### config.mk
export PLATFORM = sky130hd
export DESIGN_NAME = decimal_display_seq
export DESIGN_NICKNAME = d
export VERILOG_FILES = /design/src/rtl/display_pkg.sv /design/src/rtl/decimal_decoder.sv /design/src/rtl/decimal_display_seq.sv
export SDC_FILE = /design/constraint.sdc
export NUM_CORES = 1
export LEC_CHECK = 0
export BUFFER_PORTS_ARGS = -buffer_cell sky130_fd_sc_hd__buf_2
export CAP_MARGIN = 0
export CORE_AREA = 4 4 148 186
export CTS_CLUSTER_DIAMETER = 200
export CTS_CLUSTER_SIZE = 16
export DETAILED_ROUTE_END_ITERATION = 7
export DIE_AREA = 0 0 152 190
export SLEW_MARGIN = 20
export SYNTH_ARGS = -nofsm -noshare
export SYNTH_HDL_FRONTEND = slang
export SYNTH_SLANG_ARGS = --single-unit
### constraint.sdc
create_clock -name i_clk -period 3.6 [get_ports i_clk]
set_input_delay 0 -clock i_clk [delete_from_list [all_inputs] [get_ports i_clk]]
set_output_delay 0 -clock i_clk [all_outputs]
set_load 0.1 [all_outputs]
### src/rtl/display_pkg.sv
// Shared constants, state encoding and BCD-to-segment mapping for the decimal display path.
// Latency: none (types, constants and pure functions only).
// Backpressure: not applicable.
package display_pkg;

    localparam int DIGIT_W = 4;
    localparam int SEG_W   = 7;

    // Active-low segment patterns, bit0 = a ... bit6 = g
    localparam logic [SEG_W-1:0] SEG_BLANK = 7'h7F;
    localparam logic [SEG_W-1:0] SEG_DASH  = 7'h3F;

    typedef enum logic [1:0] {
        ST_IDLE  = 2'd0,
        ST_SHIFT = 2'd1,
        ST_LOAD  = 2'd2
    } state_t;

    // One BCD nibble to active-low gfedcba; non-decimal nibbles show nothing
    function automatic logic [SEG_W-1:0] digit_to_seg(input logic [DIGIT_W-1:0] d);
        logic [SEG_W-1:0] s;
        case (d)
            4'd0:    s = 7'h40;
            4'd1:    s = 7'h79;
            4'd2:    s = 7'h24;
            4'd3:    s = 7'h30;
            4'd4:    s = 7'h19;
            4'd5:    s = 7'h12;
            4'd6:    s = 7'h02;
            4'd7:    s = 7'h78;
            4'd8:    s = 7'h00;
            4'd9:    s = 7'h10;
            default: s = SEG_BLANK;
        endcase
        return s;
    endfunction

    // Largest value representable in n decimal digits (10^n - 1)
    function automatic logic [63:0] max_decimal(input int n);
        logic [63:0] p;
        p = 64'd1;
        for (int i = 0; i < n; i++) begin
            p = p * 64'd10;
        end
        return p - 64'd1;
    endfunction

endpackage

### src/rtl/decimal_decoder.sv
// Single BCD digit to active-low seven-segment pattern.
// Latency: combinational, zero cycles.
// Backpressure: none; output follows input.
module decimal_decoder
    import display_pkg::*;
(
    input  logic [DIGIT_W-1:0] bcd,
    output logic [SEG_W-1:0]   seg
);

    assign seg = digit_to_seg(bcd);

endmodule

### src/rtl/decimal_display_seq.sv
// Binary to BCD (double-dabble, one bit per clock) driving DIGITS seven-segment outputs.
// Latency: accept at edge T, results and o_done pulse at edge T+BIN_W+1.
// Backpressure: o_ready low while converting; i_valid is ignored until o_ready returns.
module decimal_display_seq
    import display_pkg::*;
#(
    parameter int DIGITS   = 6,
    parameter int BIN_W    = 20,
    parameter int LZ_BLANK = 1
) (
    input  logic                      i_clk,
    input  logic                      i_reset,
    input  logic                      i_valid,
    input  logic [BIN_W-1:0]          i_bin,
    output logic                      o_ready,
    output logic                      o_done,
    output logic                      o_overflow,
    output logic [DIGITS*DIGIT_W-1:0] o_bcd,
    output logic [DIGITS*SEG_W-1:0]   o_seg
);

    localparam int          BCD_W   = DIGITS * DIGIT_W;
    localparam int          SEGS_W  = DIGITS * SEG_W;
    localparam int          CNT_W   = $clog2(BIN_W + 1);
    localparam logic [63:0] MAX_VAL = max_decimal(DIGITS);

    state_t             state;
    logic [BIN_W-1:0]   bin_q;
    logic [BCD_W-1:0]   acc_q;
    logic [CNT_W-1:0]   cnt_q;
    logic               ovf_q;

    logic [BCD_W-1:0]   acc_adj;
    logic [BCD_W-1:0]   acc_next;
    logic [BIN_W-1:0]   bin_next;
    logic [SEGS_W-1:0]  dec_seg;
    logic [SEGS_W-1:0]  seg_next;
    logic               seen_nz;

    // Ready is purely a decode of state, so there is no path from i_valid
    assign o_ready = (state == ST_IDLE);

    // One double-dabble step: add 3 to nibbles >= 5, then shift {bcd, bin} left
    always_comb begin
        acc_adj = acc_q;
        for (int k = 0; k < DIGITS; k++) begin
            if (acc_q[k*DIGIT_W +: DIGIT_W] >= 4'd5) begin
                acc_adj[k*DIGIT_W +: DIGIT_W] = acc_q[k*DIGIT_W +: DIGIT_W] + 4'd3;
            end
        end
        // Bits shifted out of the top nibble are dropped; the overflow flag covers them
        {acc_next, bin_next} = {acc_adj, bin_q} << 1;
    end

    genvar g;
    generate
        for (g = 0; g < DIGITS; g++) begin : g_dec
            decimal_decoder u_dec (
                .bcd (acc_q[g*DIGIT_W +: DIGIT_W]),
                .seg (dec_seg[g*SEG_W +: SEG_W])
            );
        end
    endgenerate

    // Per-digit display pattern: dashes on overflow, optional leading-zero blanking
    always_comb begin
        seg_next = '0;
        seen_nz  = 1'b0;
        for (int k = DIGITS - 1; k >= 0; k--) begin
            seen_nz = seen_nz | (acc_q[k*DIGIT_W +: DIGIT_W] != 4'd0);
            if (ovf_q) begin
                seg_next[k*SEG_W +: SEG_W] = SEG_DASH;
            end else if ((LZ_BLANK != 0) && (k != 0) && !seen_nz) begin
                // Digit 0 always shows, so a zero value reads "0"
                seg_next[k*SEG_W +: SEG_W] = SEG_BLANK;
            end else begin
                seg_next[k*SEG_W +: SEG_W] = dec_seg[k*SEG_W +: SEG_W];
            end
        end
    end

    // Control FSM, conversion datapath and output registers
    always_ff @(posedge i_clk) begin
        if (i_reset) begin
            state      <= ST_IDLE;
            bin_q      <= '0;
            acc_q      <= '0;
            cnt_q      <= '0;
            ovf_q      <= 1'b0;
            o_done     <= 1'b0;
            o_overflow <= 1'b0;
            o_bcd      <= '0;
            o_seg      <= {DIGITS{SEG_BLANK}};
        end else begin
            o_done <= 1'b0;
            case (state)
                ST_IDLE: begin
                    if (i_valid) begin
                        bin_q <= i_bin;
                        acc_q <= '0;
                        cnt_q <= CNT_W'(BIN_W);
                        ovf_q <= (64'(i_bin) > MAX_VAL);
                        state <= ST_SHIFT;
                    end
                end
                ST_SHIFT: begin
                    acc_q <= acc_next;
                    bin_q <= bin_next;
                    cnt_q <= cnt_q - CNT_W'(1);
                    if (cnt_q == CNT_W'(1)) begin
                        state <= ST_LOAD;
                    end
                end
                ST_LOAD: begin
                    o_done     <= 1'b1;
                    o_overflow <= ovf_q;
                    o_bcd      <= ovf_q ? {DIGITS{4'h9}} : acc_q;
                    o_seg      <= seg_next;
                    state      <= ST_IDLE;
                end
                default: begin
                    state <= ST_IDLE;
                end
            endcase
        end
    end

endmodule

==> results.ini, run 1 <==
[run_status]
status=finished, final reports clean

[yosys]
syn_area_sq_mm=0.007615
yosysMostFrequentCell=dfxtp_1
synth-edff-count=0
synth-warning-count=0
synthesis.instances=882
synth.top_cells.by_area=dfxtp_1 43%, ha_1 7.9%, nand2_1 5.7%
yosys.cell_types.count=76
synth_fp_nets=953
synth.largest_area_cell=dfxtp_1
postSynth.asyncResetShare_pct=0
netlist.area_leader.share_pct=42.59
ys_ff_latch=162
post_synth.cell_area_avg_sq_um=8.634
register_area_share_after_synthesis_pct=42.59
synth_ff_type=dfxtp_1
post_synth_most_frequent_cells=162 x dfxtp_1, 116 x nand2_1, 72 x nor2_1

[place]
place.gp.congestion=0.8488
numPortBuffers=91
place.detailed.hpwl_um=14650
place.detailed.instances=1269

[layout]
layout.filler_cells=2689
final_cells=1321
syn2layout_area_growth_pct=20.29
design.final.nets=1041
n_antenna_cell=0
final_layout_size_suffix_gt1_share_pct=17.13

[timing]
unrepaired_setup_endpoints_after_global_routing=no
finalCriticalPeriod_ns=2.718
fin_worst_skew_ns=0.01111
setup_tns_ns=0
setup_viol=0
achievable-frequency_ghz=0.3680
period_share_pct=75.49
maxSlewHeadroom_pct=43.92
worstMarginPinSlew_ns=0.8394
report.final.hold_viol_count=0
final-max-slew-violation-count=0

[clock_network]
clk_root_buffer_cell=clkbuf_16
cts_hold_buffers=22
clkTransAtPathRegs_ns=0.06
ctsResizeCount=0
clock_latency_ns=0.43
clockBufferDepth=2
number_of_buffers_created_by_cts=17
post-cts-setup-buffers=0
clock_tree_from_tritoncts=yes
clock_sinks=162
clock_tree.htree_level_count=4

[min_path]
min_delay_worst_endpoint=cnt_q[4]
min_path_cells=3
holdCritPathClass=in2reg
worstHoldStart=i_valid

[worst_setup_path]
worst_setup_path_start_kind=flop
critical_path_class=reg2reg
startpoint_of_the_worst_slack_reg_to_reg_timing_path=state[1]
regToRegEndpoint=g_dec[5].u_dec.seg[3]
cp.arrival_ns=3.03
critical_path_required_time_ns=3.91
cp_cell_sequence=nand2b_1 -> buf_4 -> a2111oi_0 -> a211oi_1 -> nand3_1 -> o311a_1
r2r_cells=6
critical_path.n_buffers_inverters=1
cp_slowest_cell=dfxtp_1
worst-r2r-setup-slack_ns=0.88
cp-end-kind=flop
worst_path_dominant_cell_family=compound AO/OA/AOI/OAI gates
crit_path_max_incr_delay_ns=0.65
crit_fanout=26

[floorplan]
design.core.area_sq_mm=0.02576
floorplan.initialDensity_pct=29.56
chipHeight_um=190
die_outline_width_um=152
row_count=66
ioPinCount=92
design.die.area_sq_mm=0.02888

[global_route]
first_global_vias=6396
grt_usage_pct=14.22
grt_max_degree=52
grt_first_pass_wirelength_um=33730
global_route.overflow_total=0
grt_antenna_before_repair=0

[power_and_ir_drop]
pwrdens_mw_per_mm2=420.7
pwr-share-clk_pct=45.1
share_comb_of_total_power_pct=6.9
internal_power_mw=2.945
power.static_leakage_nw=3.666
net_switching_power_mw=0.9080
switching_share_pct=23.56
vdd_drop_max_mv=0.3534
seqPwrFrac_pct=48.1

[detailed_routing]
firstDrtPassIters=5
route.antenna.remaining_nets=0
drt_wl_total_um=20890
post_drt_via_cell_ratio=5.048
routed-via-count=6669
route.detailed.drc=0
routedWlPerCell_um=15.81
detailedRoute.firstIterationViolations=469

[job]
max_cap_violations=0

==> per-stage QoR <==
stage	util (%)	setup WS (ns)	hold WS (ns)	total power, mW	cell area, sq um
after global placement	32.53	1.012	0.2729	2.135	8381
final	35.55	0.8824	0.04059	3.853	9160
after global routing	35.55	0.6162	0.05374	4.003	9160
after CTS	35.55	0.9134	0.01169	3.912	9160
after detailed placement	32.53	0.9411	0.2733	2.138	8381
after floorplan	-	0.7246	0.1625	2.066	7615
==> registers in the layout, indices dropped and copies added, names as in the netlist <==
name and count:
acc_q 24, bin_q 20, cnt_q 5, g_dec.u_dec.seg 42, o_bcd 24, o_done 1, o_overflow 1, o_seg 42
ovf_q 1, state 2
==> worst max path at each step <==
stage / start / to / cells past startpoint / slack, ns
2_1_floorplan: state[0] / ovf_q / 6 / 0.72
3_3_place_gp: state[1] / g_dec[5].u_dec.seg[0] / 6 / 1.01
3_5_place_dp: state[1] / g_dec[4].u_dec.seg[4] / 7 / 0.94
4_1_cts: state[1] / g_dec[4].u_dec.seg[4] / 7 / 0.91
5_1_grt: acc_q[12] / g_dec[4].u_dec.seg[4] / 10 / 0.62
6_report: state[1] / g_dec[5].u_dec.seg[3] / 6 / 0.88
==> cell families after synthesis <==
group / synth area share [%]
mux: 0.5422
flops: 42.59
simple gates: 20.72
xor+xnor: 0.3451
buf+inv: 5.915
fa+ha+maj: 7.887
compound gates: 22.00
==> layer usage <==
layer | global-route usage (%) | wire length [um]
met1 | 18.32 | 9790
met3 | 2.730 | 724
met2 | 23.65 | 9892
met4 | 5.465 | 480
met5 | 0 | 0
==> worst register-to-register path: stages, from the launching register on <==
cell	delay, ns
dfxtp_1	0.65
nand2b_1	0.52
buf_4	0.38
a2111oi_0	0.12
a211oi_1	0.54
nand3_1	0.25
o311a_1	0.17
==> power groups by stage <==
stage,logic [mW],registers (mW),clock network [mW]
finish,0.264,1.85,1.74
global route,0.291,1.86,1.86
CTS,0.265,1.85,1.79
detailed placement,0.246,1.89,0
global placement,0.244,1.89,0
floorplan,0.162,1.90,0
==> layout make-up <==
class / count / area (sq um) / area share, %
inverters: 48 / 180.2 / 1.967
clock inverters: 10 / 112.6 / 1.229
well taps: 340 / 425.4 / 4.644
flip-flops and latches: 162 / 3243 / 35.40
clock buffers: 20 / 446.7 / 4.876
repair buffers: 132 / 818.3 / 8.933
multi-input cells: 609 / 3934 / 42.94
==> cell usage in the layout (no fill, tap or decap), drive strengths merged, types with 4 or more instances in the layout <==
cell type / synthesis / routed
nand2: 116 / 116
o32ai: 4 / 4
nor2: 72 / 72
nor2b: 4 / 4
ha: 48 / 48
and3: 4 / 4
nand2b: 12 / 12
or2: 6 / 6
dlygate4sd3: 0 / 22
o22ai: 27 / 27
inv: 48 / 48
nand3: 11 / 11
a211oi: 17 / 17
nor3: 49 / 49
or3: 13 / 13
nor4bb: 6 / 6
o211ai: 8 / 8
clkbuf: 39 / 20
dfxtp: 162 / 162
and2: 6 / 6
nand3b: 4 / 4
o22a: 6 / 6
a21o: 5 / 5
o21ai: 29 / 29
a21oi: 47 / 47
buf: 24 / 110
a311oi: 23 / 23
o311a: 4 / 4
a211o: 5 / 5
and4b: 6 / 6
nor3b: 6 / 6
a2111oi: 8 / 8
clkinvlp: 0 / 5
Power figures use the tool's default switching activity.
==> run 2, diff against run 1 <==
--- a/config.mk
+++ b/config.mk
@@ -5,13 +5,14 @@
 export SDC_FILE = /design/constraint.sdc
 export NUM_CORES = 1
 export LEC_CHECK = 0
+export ABC_AREA = 1
 export BUFFER_PORTS_ARGS = -buffer_cell sky130_fd_sc_hd__buf_2
 export CAP_MARGIN = 0
-export CORE_AREA = 4 4 148 186
+export CORE_AREA = 4 4 146 183
 export CTS_CLUSTER_DIAMETER = 200
 export CTS_CLUSTER_SIZE = 16
 export DETAILED_ROUTE_END_ITERATION = 7
-export DIE_AREA = 0 0 152 190
+export DIE_AREA = 0 0 150 187
 export SLEW_MARGIN = 20
 export SYNTH_ARGS = -nofsm -noshare
 export SYNTH_HDL_FRONTEND = slang
==> constraint.sdc (replaced) <==
create_clock -name i_clk -period 2.28 [get_ports i_clk]
set_input_delay 0 -clock i_clk [delete_from_list [all_inputs] [get_ports i_clk]]
set_output_delay 0 -clock i_clk [all_outputs]
set_load 0.1 [all_outputs]
==> results.ini, run 2 <==
[run_status]
status=finished, final reports clean

[clock_network]
clock_tree.htree_level_count=4  ; unchanged
clock_tree_from_tritoncts=yes
clock_latency_ns=0.44  ; about the same
clkTransAtPathRegs_ns=0.07  ; about the same
clockBufferDepth=2  ; unchanged
number_of_buffers_created_by_cts=17  ; unchanged
clock_sinks=162  ; unchanged
clk_root_buffer_cell=clkbuf_16

[worst_setup_path]
capturing_instance_or_port_of_the_critical_path=g_dec[4].u_dec.seg[3]
cp_depth=13  ; +7
cp_slowest_cell=dfxtp_1
timing.critical_path.mode_cell=nand2_1
critical_path_class=reg2reg
cp.arrival_ns=2.40  ; -0.63 ns
worst-r2r-setup-slack_ns=0.21  ; -0.68 ns
cp-end-kind=flop
worst_setup_path_start_kind=flop
r2r_cells=13  ; +7
critical_path.n_buffers_inverters=3  ; +2
regToRegEndpoint=g_dec[4].u_dec.seg[3]
crit_fanout=5  ; -81%
startpoint_of_the_worst_slack_reg_to_reg_timing_path=acc_q[13]
critical_path_required_time_ns=2.61  ; -1.30 ns
crit_path_max_incr_delay_ns=0.38  ; -0.27 ns
worst_path_dominant_cell_family=simple AND/OR/NAND/NOR gates
cp-startpoint=acc_q[13]
cp_cell_sequence=inv_1 -> ha_1 -> inv_1 -> nand2_1 -> nand3_1 -> nand3_2 -> a21oi_4 -> inv_1 -> ha_1 -> nand3_1 -> nand2_1 -> nand2_1 -> nand2_1

[floorplan]
design.die.area_sq_mm=0.02805  ; -2.9%
design.core.area_sq_mm=0.02505  ; -2.8%
chipHeight_um=187  ; -1.6%
ioPinCount=92  ; unchanged
floorplan.initialDensity_pct=29.35  ; -0.21 points
row_count=65  ; -1.5%
die_outline_width_um=150  ; -1.3%

[detailed_routing]
detailedRoute.firstIterationViolations=293  ; -38%
drt_wl_total_um=18610  ; -11%
routedWlPerCell_um=13.01  ; -18%
firstDrtPassIters=6  ; +1
post_drt_via_cell_ratio=4.583  ; -9.2%
routed-via-count=6554  ; -1.7%
route.antenna.remaining_nets=0  ; unchanged
route.detailed.drc=0  ; unchanged

[timing]
whs_ns=0.07762  ; +0.03703 ns
period_share_pct=91.01  ; +16 points
achievable-frequency_ghz=0.4819  ; +31%
report.final.hold_viol_count=0  ; unchanged
maxSlewHeadroom_pct=60.66  ; +17 points
fin_worst_skew_ns=0.01551  ; +0.004398 ns
setup_viol=0  ; unchanged
unrepaired_setup_endpoints_after_global_routing=no
worstMarginPinSlew_ns=0.5862  ; -0.2533 ns
final-max-slew-violation-count=0  ; unchanged
finalCriticalPeriod_ns=2.075  ; -0.6426 ns
setup_tns_ns=0  ; unchanged

[yosys]
netlist.area_leader.share_pct=44.12  ; +1.5 points
synth.top_cells.by_area=dfxtp_1 44%, nand2_1 14%, ha_1 8.2%
synth_fp_nets=1043  ; +9.4%
synth-edff-count=0  ; unchanged
synth.largest_area_cell=dfxtp_1
register_area_share_after_synthesis_pct=44.12  ; +1.5 points
post_synth.cell_area_avg_sq_um=7.563  ; -12%
post_synth_most_frequent_cells=282 x nand2_1, 162 x dfxtp_1, 90 x inv_1
synthesis.instances=972  ; +10%
syn_area_sq_mm=0.007351  ; -3.5%
synth-warning-count=0  ; unchanged
yosysMostFrequentCell=nand2_1
ys_ff_latch=162  ; unchanged
postSynth.asyncResetShare_pct=0  ; unchanged
synth_ff_type=dfxtp_1
yosys.cell_types.count=40  ; -47%

[place]
place.gp.congestion=0.8495  ; about the same
numPortBuffers=91  ; unchanged
place.detailed.hpwl_um=13010  ; -11%

[job]
max_cap_violations=0  ; unchanged

[layout]
n_antenna_cell=0  ; unchanged
final_cell_mix=282 x nand2_1, 160 x dfxtp_1, 91 x buf_2
layout.filler_cells=2676  ; -0.48%
syn2layout_area_growth_pct=22.37
design.final.nets=1154  ; +11%
final_layout_size_suffix_gt1_share_pct=17.44  ; +0.32 points
mostFrequentLayoutCell=nand2_1

[global_route]
grt_antenna_before_repair=1  ; +1
global_route.overflow_total=0  ; unchanged
grt_first_pass_wirelength_um=31040  ; -8.0%
grt_usage_pct=13.69  ; -0.54 points
grt_max_degree=51  ; -1.9%
first_global_vias=6333  ; -0.98%

[power_and_ir_drop]
pwrdens_mw_per_mm2=709.1  ; +69%
vdd_drop_max_mv=0.5508  ; +56%
power.static_leakage_nw=4.199  ; +15%

[min_path]
holdCritPathClass=in2reg

run 2: cell type report:
| type | count | area [sq um] | area share (%) |
|---|---|---|---|
| clock inverter | 13 | 151.4 | 1.683 |
| inverter | 105 | 394.1 | 4.382 |
| multi-input combinational | 668 | 3550 | 39.46 |
| tap | 335 | 419.2 | 4.660 |
| clock buffer | 18 | 429.2 | 4.771 |
| sequential | 162 | 3246 | 36.08 |
| timing repair buffer | 129 | 805.8 | 8.958 |
run 2: tightest hold or removal path: stages:
cell,delay [ns]
buf_2,0.10
nand2_1,0.08
nor2_1,0.12
nand3_1,0.09
o21ai_0,0.07
run 2: layer usage:
layer,track usage (%),vias to the layer above,wire length (um)
met5,0,-,13
met4,4.930,2,314
met3,4.023,22,1073
met2,23.57,133,9185
met1,16.01,3004,8023
li1,-,3393,-
run 2: power by group:
part	switching [mW]	leakage, nW	internal, mW	total, mW
registers	0.0360	1.31	2.91	2.95
logic	0.397	2.61	0.167	0.564
clock network	1.24	0.276	1.63	2.87
total	1.67	4.20	4.71	6.38
run 2: cell families after synthesis:
kind of cell / count (synthesis) / synth area share, %
AOI/OAI and AO/OA: 169 / 13.29
xor gates and xnor gates: 3 / 0.3575
adders and majority gates: 48 / 8.170
buffers and inverters: 142 / 8.017
DFF: 162 / 44.12
and+or+nand+nor: 448 / 26.04
run 2: repair_timing:
item / in CTS / in global routing
buffers inserted: 0 / 1
gates resized for setup: 0 / 7
endpoints found under the setup margin: 0 / 11
hold endpoints to repair: 22 / 0
hold buffers: 21 / 0
run 2: worst min path at each step:
stage,startpoint,endpoint,slack (ns),cells past startpoint
after CTS,i_valid,bin_q[0],0.07,5
after global placement,i_bin[0],bin_q[0],0.23,3
after floorplan,i_bin[0],bin_q[0],0.14,2
after global routing,i_valid,bin_q[0],0.10,5
final,i_valid,bin_q[0],0.08,5
after detailed placement,i_bin[0],bin_q[0],0.24,3
run 2: metrics by stage:
stage | total power, mW | cell area (sq um) | utilization (%) | setup WS [ns] | std cells
2_1_floorplan | 3.406 | 7351 | - | 0.3879 | 972
3_3_place_gp | 3.538 | 8170 | 32.62 | 0.2043 | 1377
3_5_place_dp | 3.545 | 8170 | 32.62 | 0.1131 | 1377
4_1_cts | 6.462 | 8961 | 35.77 | 0.1033 | 1429
5_1_grt | 6.644 | 8995 | 35.91 | 0.03085 | 1430
6_report | 6.378 | 8995 | 35.91 | 0.2051 | 1430
==> run 3, diff against run 2 <==
--- a/config.mk
+++ b/config.mk
@@ -13,6 +13,7 @@
 export CTS_CLUSTER_SIZE = 16
 export DETAILED_ROUTE_END_ITERATION = 7
 export DIE_AREA = 0 0 150 187
+export PLACE_DENSITY = 0.57
 export SLEW_MARGIN = 20
 export SYNTH_ARGS = -nofsm -noshare
 export SYNTH_HDL_FRONTEND = slang
==> results.ini, run 3 (synthesis gave the netlist of run 2 again) <==
[timing]
final_critical_path_setup_slack_ns=0.1957  ; -0.009381 ns
whs_ns=0.01917  ; -0.05844 ns
report.final.hold_viol_count=0  ; unchanged
setup_viol=0  ; unchanged
maxSlewHeadroom_pct=63.22  ; +2.6 points
achievable-frequency_ghz=0.4798  ; -0.45%
finalCriticalPeriod_ns=2.084  ; +0.009381 ns
period_share_pct=91.42  ; +0.41 points
fin_worst_skew_ns=0.01336  ; -0.002141 ns
worstMarginPinSlew_ns=0.5517  ; -0.03446 ns
final-max-slew-violation-count=0  ; unchanged

[worst_setup_path]
cp.arrival_ns=2.40  ; about the same
critical_path_class=reg2reg
r2r_cells=13  ; unchanged
timing.critical_path.mode_cell=nand2_1
cp_slowest_cell=dfxtp_2
regToRegEndpoint=g_dec[4].u_dec.seg[3]
cp_cell_sequence=inv_1 -> ha_1 -> inv_1 -> nand2_1 -> nand3_1 -> nand3_1 -> a21oi_2 -> inv_1 -> ha_1 -> nand3_1 -> nand2_1 -> nand2_1 -> nand2_1
critical_path_required_time_ns=2.60  ; about the same
cp-end-kind=flop
crit_fanout=5  ; unchanged
worst_setup_path_start_kind=flop
crit_path_max_incr_delay_ns=0.36  ; -0.02 ns
startpoint_of_the_worst_slack_reg_to_reg_timing_path=acc_q[12]
worst-r2r-setup-slack_ns=0.20  ; about the same

[global_route]
grt_first_pass_wirelength_um=30530  ; -1.6%
first_global_vias=6202  ; -2.1%
grt_max_degree=50  ; -2.0%
grt_antenna_before_repair=1  ; unchanged
grt_usage_pct=13.36  ; -0.33 points
global_route.overflow_total=0  ; unchanged

[layout]
final_cell_mix=282 x nand2_1, 160 x dfxtp_1, 91 x buf_2
design.final.nets=1155  ; +0.087%
mostFrequentLayoutCell=nand2_1
design_area_sq_mm=0.009050  ; +0.61%
n_antenna_cell=0  ; unchanged
final_layout_size_suffix_gt1_share_pct=17.78  ; +0.33 points
syn2layout_area_growth_pct=23.11
final_cells=1432  ; +0.14%

[clock_network]
clockBufferDepth=2  ; unchanged
clock_sinks=162  ; unchanged
clk_root_buffer_cell=clkbuf_16
clock_latency_ns=0.42  ; -0.02 ns
clock_tree.htree_level_count=4  ; unchanged
number_of_buffers_created_by_cts=17  ; unchanged
clkTransAtPathRegs_ns=0.07  ; about the same
clock_tree_from_tritoncts=yes

[detailed_routing]
routed-via-count=6514  ; -0.61%
route.antenna.remaining_nets=0  ; unchanged
detailedRoute.firstIterationViolations=280  ; -4.4%
post_drt_via_cell_ratio=4.549  ; -0.75%
drt_wl_total_um=18310  ; -1.6%
firstDrtPassIters=4  ; -2
route.detailed.drc=0  ; unchanged
routedWlPerCell_um=12.79  ; -1.7%

[min_path]
holdCritPathClass=in2reg
worstHoldStart=i_reset
min_delay_worst_endpoint=state[1]
min_path_cells=4  ; -1

[place]
dpl-instance-area_sq_mm=0.008165  ; about the same
place.gp.congestion=0.8301  ; -2.3%
post-place-ws_ns=0.1209  ; +0.007822 ns
place.detailed.instances=1378  ; +0.073%
place.detailed.hpwl_um=13140  ; +1.0%
numPortBuffers=91  ; unchanged

[run_status]
status=finished, final reports clean

[floorplan]
chipHeight_um=187  ; unchanged
ioPinCount=92  ; unchanged
row_count=65  ; unchanged
design.core.area_sq_mm=0.02505  ; unchanged
die_outline_width_um=150  ; unchanged
floorplan.initialDensity_pct=29.35  ; unchanged
design.die.area_sq_mm=0.02805  ; unchanged

[power_and_ir_drop]
vdd_drop_max_mv=0.5100  ; -7.4%
power.static_leakage_nw=4.240  ; +0.98%
pwrdens_mw_per_mm2=720.5  ; +1.6%
totalPowerFinal_mw=6.521  ; +2.2%

[job]
max_cap_violations=0  ; unchanged

==> run 3: stage by stage <==
stage	util, %	setup TNS [ns]
2_1_floorplan	-	0
3_3_place_gp	32.60	0
3_5_place_dp	32.60	0
4_1_cts	35.90	0
5_1_grt	36.13	-0.01095
6_report	36.13	0
==> run 3: area by class of cell <==
class | instances | area [sq um]
clock buffer | 19 | 452.9
clock inverter | 13 | 173.9
fill | 2672 | 16000
inverter | 105 | 396.6
multi-input combinational | 668 | 3563
sequential | 162 | 3246
tap | 335 | 419.2
timing repair buffer | 130 | 798.3
==> run 3: worst max-delay path by stage <==
| stage | start | to | slack, ns | depth (start not counted) |
|---|---|---|---|---|
| 5_1_grt | acc_q[12] | g_dec[4].u_dec.seg[3] | -0.01 | 13 |
| 3_5_place_dp | acc_q[12] | g_dec[4].u_dec.seg[3] | 0.12 | 13 |
| 6_report | acc_q[12] | g_dec[4].u_dec.seg[3] | 0.20 | 13 |
| 3_3_place_gp | acc_q[12] | g_dec[4].u_dec.seg[3] | 0.19 | 13 |
| 2_1_floorplan | acc_q[8] | g_dec[3].u_dec.seg[3] | 0.39 | 13 |
| 4_1_cts | acc_q[12] | g_dec[4].u_dec.seg[3] | 0.11 | 13 |
==> run 3: power by group <==
group	switching, mW	total (mW)	internal (mW)
clock network	1.21	3.02	1.81
registers	0.0359	2.95	2.91
logic	0.395	0.556	0.161
==> run 3: critical path: cells and delay by family, from the launching register on <==
family	cells	cell delay, ns
buffers and inverters	3	0.26
DFF	1	0.36
adders and majority gates	2	0.51
AOI/OAI and AO/OA	1	0.23
and+or+nand+nor	7	0.62
==> run 3: layer usage <==
| layer | global-route usage (%) | vias to the layer above | share of wire (%) |
|---|---|---|---|
| met2 | 23.19 | 123 | 49 |
| met1 | 15.89 | 2966 | 43 |
| met4 | 3.627 | 2 | 1.0 |
| li1 | - | 3402 | - |
| met5 | 0 | - | 0.071 |
| met3 | 4.072 | 21 | 6.4 |
==> run 3: what timing repair did <==
item,CTS,global route
endpoints found under the hold margin,20,0
setup buffers,0,2
hold buffers,20,0
gates resized for setup,0,11
setup endpoints to repair,0,13
